$ cat config.mk
export PLATFORM = sky130hd
export DESIGN_NAME = freq_gate_ctrl
export DESIGN_NICKNAME = d
export VERILOG_FILES = /design/src/rtl/freq_gate_ctrl.sv
export SDC_FILE = /design/constraint.sdc
export NUM_CORES = 1
export LEC_CHECK = 0
export BUFFER_PORTS_ARGS = -buffer_cell sky130_fd_sc_hd__buf_2
export CORE_MARGIN = 1
export CORE_UTILIZATION = 30
export DETAILED_ROUTE_END_ITERATION = 8
export PLACE_DENSITY_LB_ADDON = 0.25
export SETUP_SLACK_MARGIN = 0.3
export SYNTH_ARGS = -nofsm -noshare
export SYNTH_HDL_FRONTEND = slang
export SYNTH_SLANG_ARGS = --single-unit
$ cat constraint.sdc
create_clock -name clk -period 2.6 [get_ports clk]
set_input_delay 0.26 -clock clk [delete_from_list [all_inputs] [get_ports clk]]
set_output_delay 0.26 -clock clk [all_outputs]
set_load 0.005 [all_outputs]
$ cat src/rtl/freq_gate_ctrl.sv
// Frequency meter sequencer: counts synchronized rising edges of sig_in over a fixed gate
// window and publishes the saturated result with a one-cycle valid pulse.
`timescale 1ns/1ps
module freq_gate_ctrl #(
    parameter int unsigned GATE_CYCLES = 100_000_000,
    parameter int unsigned CNT_W       = 32,
    parameter int unsigned DISP_MAX    = 9999
) (
    input  logic        clk,
    input  logic        rst_n,
    input  logic        sig_in,
    input  logic        enable,
    output logic [31:0] counter,
    output logic        valid,
    output logic        overflow,
    output logic        busy
);

    localparam int unsigned TimerW = $clog2(GATE_CYCLES);
    // Compare width wide enough for both the edge count and DISP_MAX.
    localparam int unsigned CmpW = (CNT_W > 32) ? CNT_W : 32;
    localparam logic [TimerW-1:0] TimerLast = TimerW'(GATE_CYCLES - 1);

    typedef enum logic [1:0] {StIdle, StGate, StLatch} state_e;

    state_e             state_q, state_d;
    logic               s1_q, s2_q, s3_q;
    logic               edge_det;
    logic [TimerW-1:0]  timer_q, timer_d;
    logic [CNT_W-1:0]   count_q, count_d;
    logic [31:0]        counter_q, counter_d;
    logic               valid_q, valid_d;
    logic               overflow_q, overflow_d;
    logic               busy_q, busy_d;
    logic [CmpW-1:0]    count_ext, disp_max_ext;
    logic               over_max;

    assign edge_det     = s2_q & ~s3_q;
    assign count_ext    = CmpW'(count_q);
    assign disp_max_ext = CmpW'(DISP_MAX);
    assign over_max     = (count_ext > disp_max_ext);

    always_ff @(posedge clk or negedge rst_n) begin
        if (!rst_n) begin
            s1_q       <= 1'b0;
            s2_q       <= 1'b0;
            s3_q       <= 1'b0;
            state_q    <= StIdle;
            timer_q    <= '0;
            count_q    <= '0;
            counter_q  <= '0;
            valid_q    <= 1'b0;
            overflow_q <= 1'b0;
            busy_q     <= 1'b0;
        end else begin
            s1_q       <= sig_in;
            s2_q       <= s1_q;
            s3_q       <= s2_q;
            state_q    <= state_d;
            timer_q    <= timer_d;
            count_q    <= count_d;
            counter_q  <= counter_d;
            valid_q    <= valid_d;
            overflow_q <= overflow_d;
            busy_q     <= busy_d;
        end
    end

    always_comb begin
        state_d    = state_q;
        timer_d    = timer_q;
        count_d    = count_q;
        counter_d  = counter_q;
        overflow_d = overflow_q;
        valid_d    = 1'b0;
        unique case (state_q)
            StIdle: begin
                timer_d = '0;
                count_d = '0;
                if (enable) begin
                    state_d = StGate;
                end
            end
            StGate: begin
                if (!enable) begin
                    state_d = StIdle;
                    timer_d = '0;
                    count_d = '0;
                end else begin
                    if (edge_det && (count_q != '1)) begin
                        count_d = count_q + CNT_W'(1);
                    end
                    if (timer_q == TimerLast) begin
                        state_d = StLatch;
                    end else begin
                        timer_d = timer_q + TimerW'(1);
                    end
                end
            end
            StLatch: begin
                // Edges seen in this cycle are dropped: the count is cleared below.
                counter_d  = over_max ? disp_max_ext[31:0] : count_ext[31:0];
                overflow_d = over_max;
                valid_d    = 1'b1;
                timer_d    = '0;
                count_d    = '0;
                state_d    = enable ? StGate : StIdle;
            end
            default: begin
                state_d = StIdle;
                timer_d = '0;
                count_d = '0;
            end
        endcase
        busy_d = (state_d != StIdle);
    end

    assign counter  = counter_q;
    assign valid    = valid_q;
    assign overflow = overflow_q;
    assign busy     = busy_q;

endmodule

==> results.md, run 1 <==
* Status: completed
* Synthesized Nets at 472
* Leak at 2.29 nW
* CP Launch Type: register
* Grt ovf at 0
* Achievable frequency at 450 MHz
* CP startpoint: count_ext[6]
* Setup repair after global routing missed its margin: no
* Crit. path cell count at 5
* Post-DR wirelength/cell at 15.2 um
* Via total after detailed routing at 3,713
* GP Congestion at 0.835
* Netlist cell types at 52
* Sequential power share at 53.0%
* Pwr dens at 541 nW/um^2
* R2r endpoint: count_ext[30]
* Arr. time, crit path at 2.50 ns
* Buffers plus inverters on the worst setup path at 0
* Largest stage delay, worst path at 0.54 ns
* Later-pin clock latency in the skew report at 0.35 ns
* Final hold violation count at 0
* Max Cap Viol at 0
* HPWL Detailed at 7.33 mm
* Worst hold path class: primary input to register
* Switch share at 23.7%
* Initial DRT Pass Iterations at 4
* CTS tree: built
* Comb power frac at 2.6%
* Crit path cell chain: nand4_4 > or4_4 > or4_1 > or3_1 > a21oi_1
* DR iter-0 viols at 262
* Die Y-Extent at 127 um
* Async SR Flop Fraction at 100%
* N_diodes at 0
* Fin crit period at 2.22 ns
* R2R Setup Slk at 0.38 ns
* Critical Path End: count_ext[30]
* Fin. max-slew vios at 0
* Switching pwr at 0.692 mW
* Setup-failing EPs final at 0
* Critical-path top delay cell: or4_4
* Fin crit share at 85.5%
* Clk_skew at 0.00883 ns
* CP Class: register to register
* Peak supply drop at 0.299 mV
* Fin Hold WS at 0.0266 ns
* Die ar. at 16,100 um^2
* Core region area at 15,200 um^2
* Clk buf depth at 2
* Power Internal at 2.23 mW
* Largest area contributor in the netlist: dfrtp_1
* CTS Root Cell: clkbuf_16
* # IOs at 39
* Vias in the first global route at 3,489
* # DRC at 0
* Largest net degree at the start of global routing at 50
* Initial Utilization at 30.8%
* Slew @ Worst Pin at 0.751 ns
* Avg Cell Area, Syn at 10.0 um^2
* Delay-heaviest family, CP: simple AND/OR/NAND/NOR gates
* Max transition margin at 49.8%
* Critical-path maximum fanout at 7
* Worst Setup End Kind: register
* CTS buffer count at 9
* Initial antenna violation count at 0
* TritonCTS Sinks at 99
* First-pass GRT wire length at 18.1 mm
* Nets@finish at 512
* Aggregate routed wire length at 10.6 mm
* P&R area growth vs syn at 15.3%
* Clk pwr share at 44.4%
* Seq cells post-synth at 99
* Post-Syn Area at 4680 um^2
* H-Tree Depth at 3
* Vias per inst at 5.31
* Reg2reg start: count_ext[6]
* Layout cell share with drive strength beyond 1 at 17.2%
* Reg2Reg Depth at 5
* Die X at 127 um
* Clock Pin Slew Worst Setup and Hold Paths at 0.07 ns
* Worst path required time at 2.87 ns
* Synth top area share at 52.9%
* # port buffers at 38
* Ys Warns at 0
* Number of synthesized flops with an enable pin at 0
* Worst hold path startpoint: sig_in
* Dominant register cell in the synthesized netlist: dfrtp_1
* Row count at 45
* Routed Antenna Nets at 0
* Mapped Cells at 466
* Total GRT Usage at 14.0%
* Dominant cells by area after synthesis: dfrtp_1, or3_1, a21oi_1, o21ai_0, and2_1
* Seq/Total Area, Yosys at 52.9%
* Setup_tns at 0 ns
sequential cells by signal, indices dropped and copies added, names as in the netlist:
signal and flops:
valid 1, busy 1, overflow 1, s1_q 1, s2_q 1, count_ext 32
counter 32, s3_q 1, timer_q 27, state_q 2
worst reg2reg max path, delay by kind of cell (launching register included):
| family | cells | cell delay [ns] |
|---|---|---|
| DFF | 1 | 0.48 |
| AOI/OAI and AO/OA | 1 | 0.15 |
| and+or+nand+nor | 4 | 1.51 |
Yosys cell counts, types with 7 or more instances:
library cell	number
nor3_1	9
nand4_1	22
and2_1	23
xnor2_1	10
dfrtp_1	99
and3_1	7
or3_1	36
nand3_1	22
nand2_1	26
or4_1	14
nor2_1	28
nor4_1	9
o21ai_0	33
clkbuf_1	15
and4_1	8
a21oi_1	39
metal layers:
| metal | vias to the layer above | wire, um | global-route usage [%] |
|---|---|---|---|
| met2 | 69 | 4610 | 20.5 |
| li1 | 1816 | - | - |
| met3 | 11 | 373 | 2.66 |
| met5 | - | 0 | 0 |
| met4 | 0 | 152 | 5.04 |
| met1 | 1817 | 5480 | 20.4 |
cells in the final DEF, fill, tap and decap left out, types with 3 or more instances in the layout:
cell type | synthesis | final
nand3_1 | 22 | 22
clkbuf_16 | 0 | 9
and3_1 | 7 | 7
inv_1 | 6 | 6
dfrtp_2 | 0 | 7
and4_1 | 8 | 7
a22o_1 | 6 | 6
o21ai_0 | 33 | 33
dfrtp_1 | 99 | 92
buf_2 | 2 | 37
nor4_1 | 9 | 9
xnor2_1 | 10 | 10
inv_6 | 0 | 3
mux2i_1 | 3 | 3
o31ai_1 | 5 | 5
nor3_1 | 9 | 9
a21oi_1 | 39 | 39
o211ai_1 | 3 | 3
or4_1 | 14 | 13
nand2_1 | 26 | 26
nor2_1 | 28 | 28
and2_1 | 23 | 23
o22a_1 | 6 | 6
nand4_1 | 22 | 22
or3_1 | 36 | 35
xor2_1 | 3 | 3
buf_4 | 1 | 15
power by group through the flow:
stage / Clock [mW] / Sequential [mW] / Combinational (mW)
after floorplan: 0 / 1.58 / 0.0278
after global placement: 0 / 1.58 / 0.0758
after detailed placement: 0 / 1.58 / 0.0774
after CTS: 1.34 / 1.55 / 0.0787
after global routing: 1.39 / 1.55 / 0.0864
final: 1.30 / 1.55 / 0.0747
kinds of logic (layout without fill, tap and decap cells):
group	count (synthesis)	after routing	synth area share, %
AOI/OAI and AO/OA	99	99	12.5
adders and majority gates	2	2	0.534
DFF	99	99	52.9
buffers and inverters	31	76	3.29
xor gates and xnor gates	13	13	2.43
muxes	3	3	0.641
and+or+nand+nor	219	219	27.7
worst min-delay path by stage:
stage / endpoint / cells after the start
6_report: s1_q / 1
5_1_grt: s1_q / 1
4_1_cts: s1_q / 1
3_5_place_dp: count_ext[3] / 1
3_3_place_gp: counter[0] / 1
2_1_floorplan: busy / 0
timing repair:
action	4_1_cts	5_1_grt
hold buffers	1	0
setup endpoints to repair	0	9
hold endpoints to repair	47	0
setup buffers	0	0
gates resized for setup	0	10
metrics by stage:
| step | utilization (%) | setup slack, ns | cell area [um^2] | instances | total power, mW |
|---|---|---|---|---|---|
| after floorplan | - | 0.469 | 4680 | 466 | 1.61 |
| after global placement | 33.5 | 0.361 | 5090 | 682 | 1.65 |
| after detailed placement | 33.5 | 0.313 | 5090 | 682 | 1.66 |
| after CTS | 35.4 | 0.303 | 5380 | 699 | 2.97 |
| after global routing | 35.5 | 0.301 | 5400 | 699 | 3.03 |
| final | 35.5 | 0.376 | 5400 | 699 | 2.92 |
layout make-up:
type | count | area (um^2)
clock buffers | 10 | 229
clock inverters | 6 | 55.1
fillers | 1559 | 9800
inverters | 7 | 26.3
multi-input cells | 336 | 2060
flip-flops and latches | 99 | 2490
well taps | 188 | 235
repair buffers | 53 | 308
Note: power is estimated with default switching activity, not from simulation.
==> inputs of run 2 (changes only) <==
MAX_ROUTING_LAYER = met4   (was default)
==> results.md, run 2 (synthesized netlist as in run 1, its figures left out) <==
* Leak at 2.29 nW (unchanged)
* Worst Setup End Kind: register
* Final hold violation count at 0 (unchanged)
* Clk buf depth at 2 (unchanged)
* Aggregate routed wire length at 10.6 mm (about the same)
* Pre-CTS WS at 0.313 ns (unchanged)
* Max transition margin at 50.2% (+0.44 points)
* CTS Root Cell: clkbuf_16
* Nets@finish at 512 (unchanged)
* Critical-path maximum fanout at 7 (unchanged)
* Reg2Reg Depth at 5 (unchanged)
* Comb power frac at 2.6% (about the same)
* Initial Utilization at 30.8% (unchanged)
* Buffers plus inverters on the worst setup path at 0 (unchanged)
* DR iter-0 viols at 278 (+6.1%)
* Vias per inst at 5.31 (-0.11%)
* Crit. path cell count at 5 (unchanged)
* Hold depth at 1 (unchanged)
* R2R Setup Slk at 0.38 ns (about the same)
* CTS buffer count at 9 (unchanged)
* N_diodes at 0 (unchanged)
* Fin. max-slew vios at 0 (unchanged)
* P&R area growth vs syn at 15.3% (unchanged)
* Pwr dens at 541 nW/um^2 (about the same)
* Clk_skew at 0.00842 ns (-0.000407 ns)
* HPWL Detailed at 7.33 mm (unchanged)
* CP startpoint: count_ext[6]
* # DRC at 0 (unchanged)
* DP Area at 5090 um^2 (unchanged)
* CP Launch Type: register
* Commonest non-fill, non-tap cells in the layout: dfrtp_1, a21oi_1, buf_2
* Crit path cell chain: nand4_4 > or4_4 > or4_1 > or3_1 > a21oi_1
* # port buffers at 38 (unchanged)
* Reg2reg start: count_ext[6]
* Hold Path End: s1_q
* Layout cell share with drive strength beyond 1 at 17.2% (unchanged)
* Fin crit share at 85.5% (about the same)
* Final worst setup slack at 0.376 ns (+0.000282 ns)
* Switching pwr at 0.692 mW (about the same)
* H-Tree Depth at 3 (unchanged)
* Peak supply drop at 0.300 mV (+0.46%)
* Worst path required time at 2.87 ns (about the same)
* Vias in the first global route at 3,501 (+0.34%)
* GP Congestion at 0.848 (+1.5%)
* Post-DR wirelength/cell at 15.2 um (about the same)
* Slew @ Worst Pin at 0.744 ns (-0.00652 ns)
* # fillers at 1,559 (unchanged)
* Sequential power share at 53.0% (about the same)
* Via total after detailed routing at 3,709 (-0.11%)
* Fin crit period at 2.22 ns (-0.000282 ns)
* Status: completed
* Grt ovf at 0 (unchanged)
* Clock Pin Slew Worst Setup and Hold Paths at 0.07 ns (about the same)
* Met1 Resource Use GR at 20.4% (-0.027 points)
* CTS tree: built
* Setup repair after global routing missed its margin: no
* CP Class: register to register
* Delay-heaviest family, CP: simple AND/OR/NAND/NOR gates
* Largest stage delay, worst path at 0.54 ns (about the same)
* Arr. time, crit path at 2.50 ns (about the same)
* R2r endpoint: count_ext[30]
* Met2 usage in global routing at 20.6% (+0.032 points)
* Total GRT Usage at 14.4% (+0.43 points)
* Initial antenna violation count at 0 (unchanged)
* Die X at 127 um (unchanged)
* Setup-failing EPs final at 0 (unchanged)
* Setup_tns at 0 ns (unchanged)
* Die Y-Extent at 127 um (unchanged)
* Busiest grt layer: met2
* Achievable frequency at 450 MHz (about the same)
* Later-pin clock latency in the skew report at 0.35 ns (about the same)
* # IOs at 39 (unchanged)
* Die ar. at 16,100 um^2 (unchanged)
* Max Cap Viol at 0 (unchanged)
* Leading cell type in the layout, fill and taps excluded: dfrtp_1
* Power Internal at 2.23 mW (about the same)
* Worst hold path startpoint: sig_in
* Largest net degree at the start of global routing at 50 (unchanged)
* Critical-path top delay cell: or4_4
* Final Cell Area at 5400 um^2 (unchanged)
* First-pass GRT wire length at 18.1 mm (about the same)
* Global Route met3 Usage at 2.66% (unchanged)
* Initial DRT Pass Iterations at 4 (unchanged)
* Core region area at 15,200 um^2 (unchanged)
* Row count at 45 (unchanged)
* Switch share at 23.7% (about the same)
* Routed Antenna Nets at 0 (unchanged)
* TritonCTS Sinks at 99 (unchanged)
* Worst hold path class: primary input to register
* Clk pwr share at 44.4% (about the same)
==> run 2: cell counts in the layout (fill, tap and decap cells not counted) <==
Identical to the previous run, type by type.
==> run 2: worst max-delay path by stage <==
| stage | end | slack, ns |
|---|---|---|
| 2_1_floorplan | count_ext[30] | 0.47 |
| 3_3_place_gp | count_ext[30] | 0.36 |
| 3_5_place_dp | count_ext[26] | 0.31 |
| 4_1_cts | count_ext[26] | 0.30 |
| 5_1_grt | count_ext[30] | 0.30 |
| 6_report | count_ext[30] | 0.38 |
==> run 2: power groups by stage <==
stage / Sequential [mW] / Clock (mW) / Combinational [mW]
global placement: 1.58 / 0 / 0.0758
floorplan: 1.58 / 0 / 0.0278
global route: 1.55 / 1.40 / 0.0864
finish: 1.55 / 1.30 / 0.0748
detailed placement: 1.58 / 0 / 0.0774
CTS: 1.55 / 1.34 / 0.0787
==> run 2: cell type report <==
type,instances,area (um^2),area share (%)
Clock buffer,10,229,4.24
Clock inverter,6,55.1,1.02
Inverter,7,26.3,0.487
Multi-Input combinational cell,336,2060,38.2
Sequential cell,99,2490,46.0
Tap cell,188,235,4.36
Timing Repair Buffer,53,308,5.70
==> run 2: metal layers <==
layer | routed length [um] | vias up | share of wire, %
li1 | - | 1808 | -
met1 | 5390 | 1810 | 51
met2 | 4630 | 78 | 44
met3 | 426 | 13 | 4.0
met4 | 164 | 0 | 1.5
met5 | 0 | - | 0
==> run 2: what timing repair did <==
action	4_1_cts	5_1_grt
buffers inserted	0	0
hold buffers	1	0
endpoints found under the setup margin	0	9
endpoints found under the hold margin	47	0
gates resized for setup	0	10
==> run 2: per-stage QoR <==
| stage | total power [mW] | std cells | util, % | hold slack, ns |
|---|---|---|---|---|
| floorplan | 1.61 | 466 | - | -0.0356 |
| global placement | 1.65 | 682 | 33.5 | 0.317 |
| detailed placement | 1.66 | 682 | 33.5 | 0.327 |
| CTS | 2.97 | 699 | 35.4 | 0.0159 |
| global route | 3.03 | 699 | 35.5 | 0.0185 |
| finish | 2.92 | 699 | 35.5 | 0.0254 |
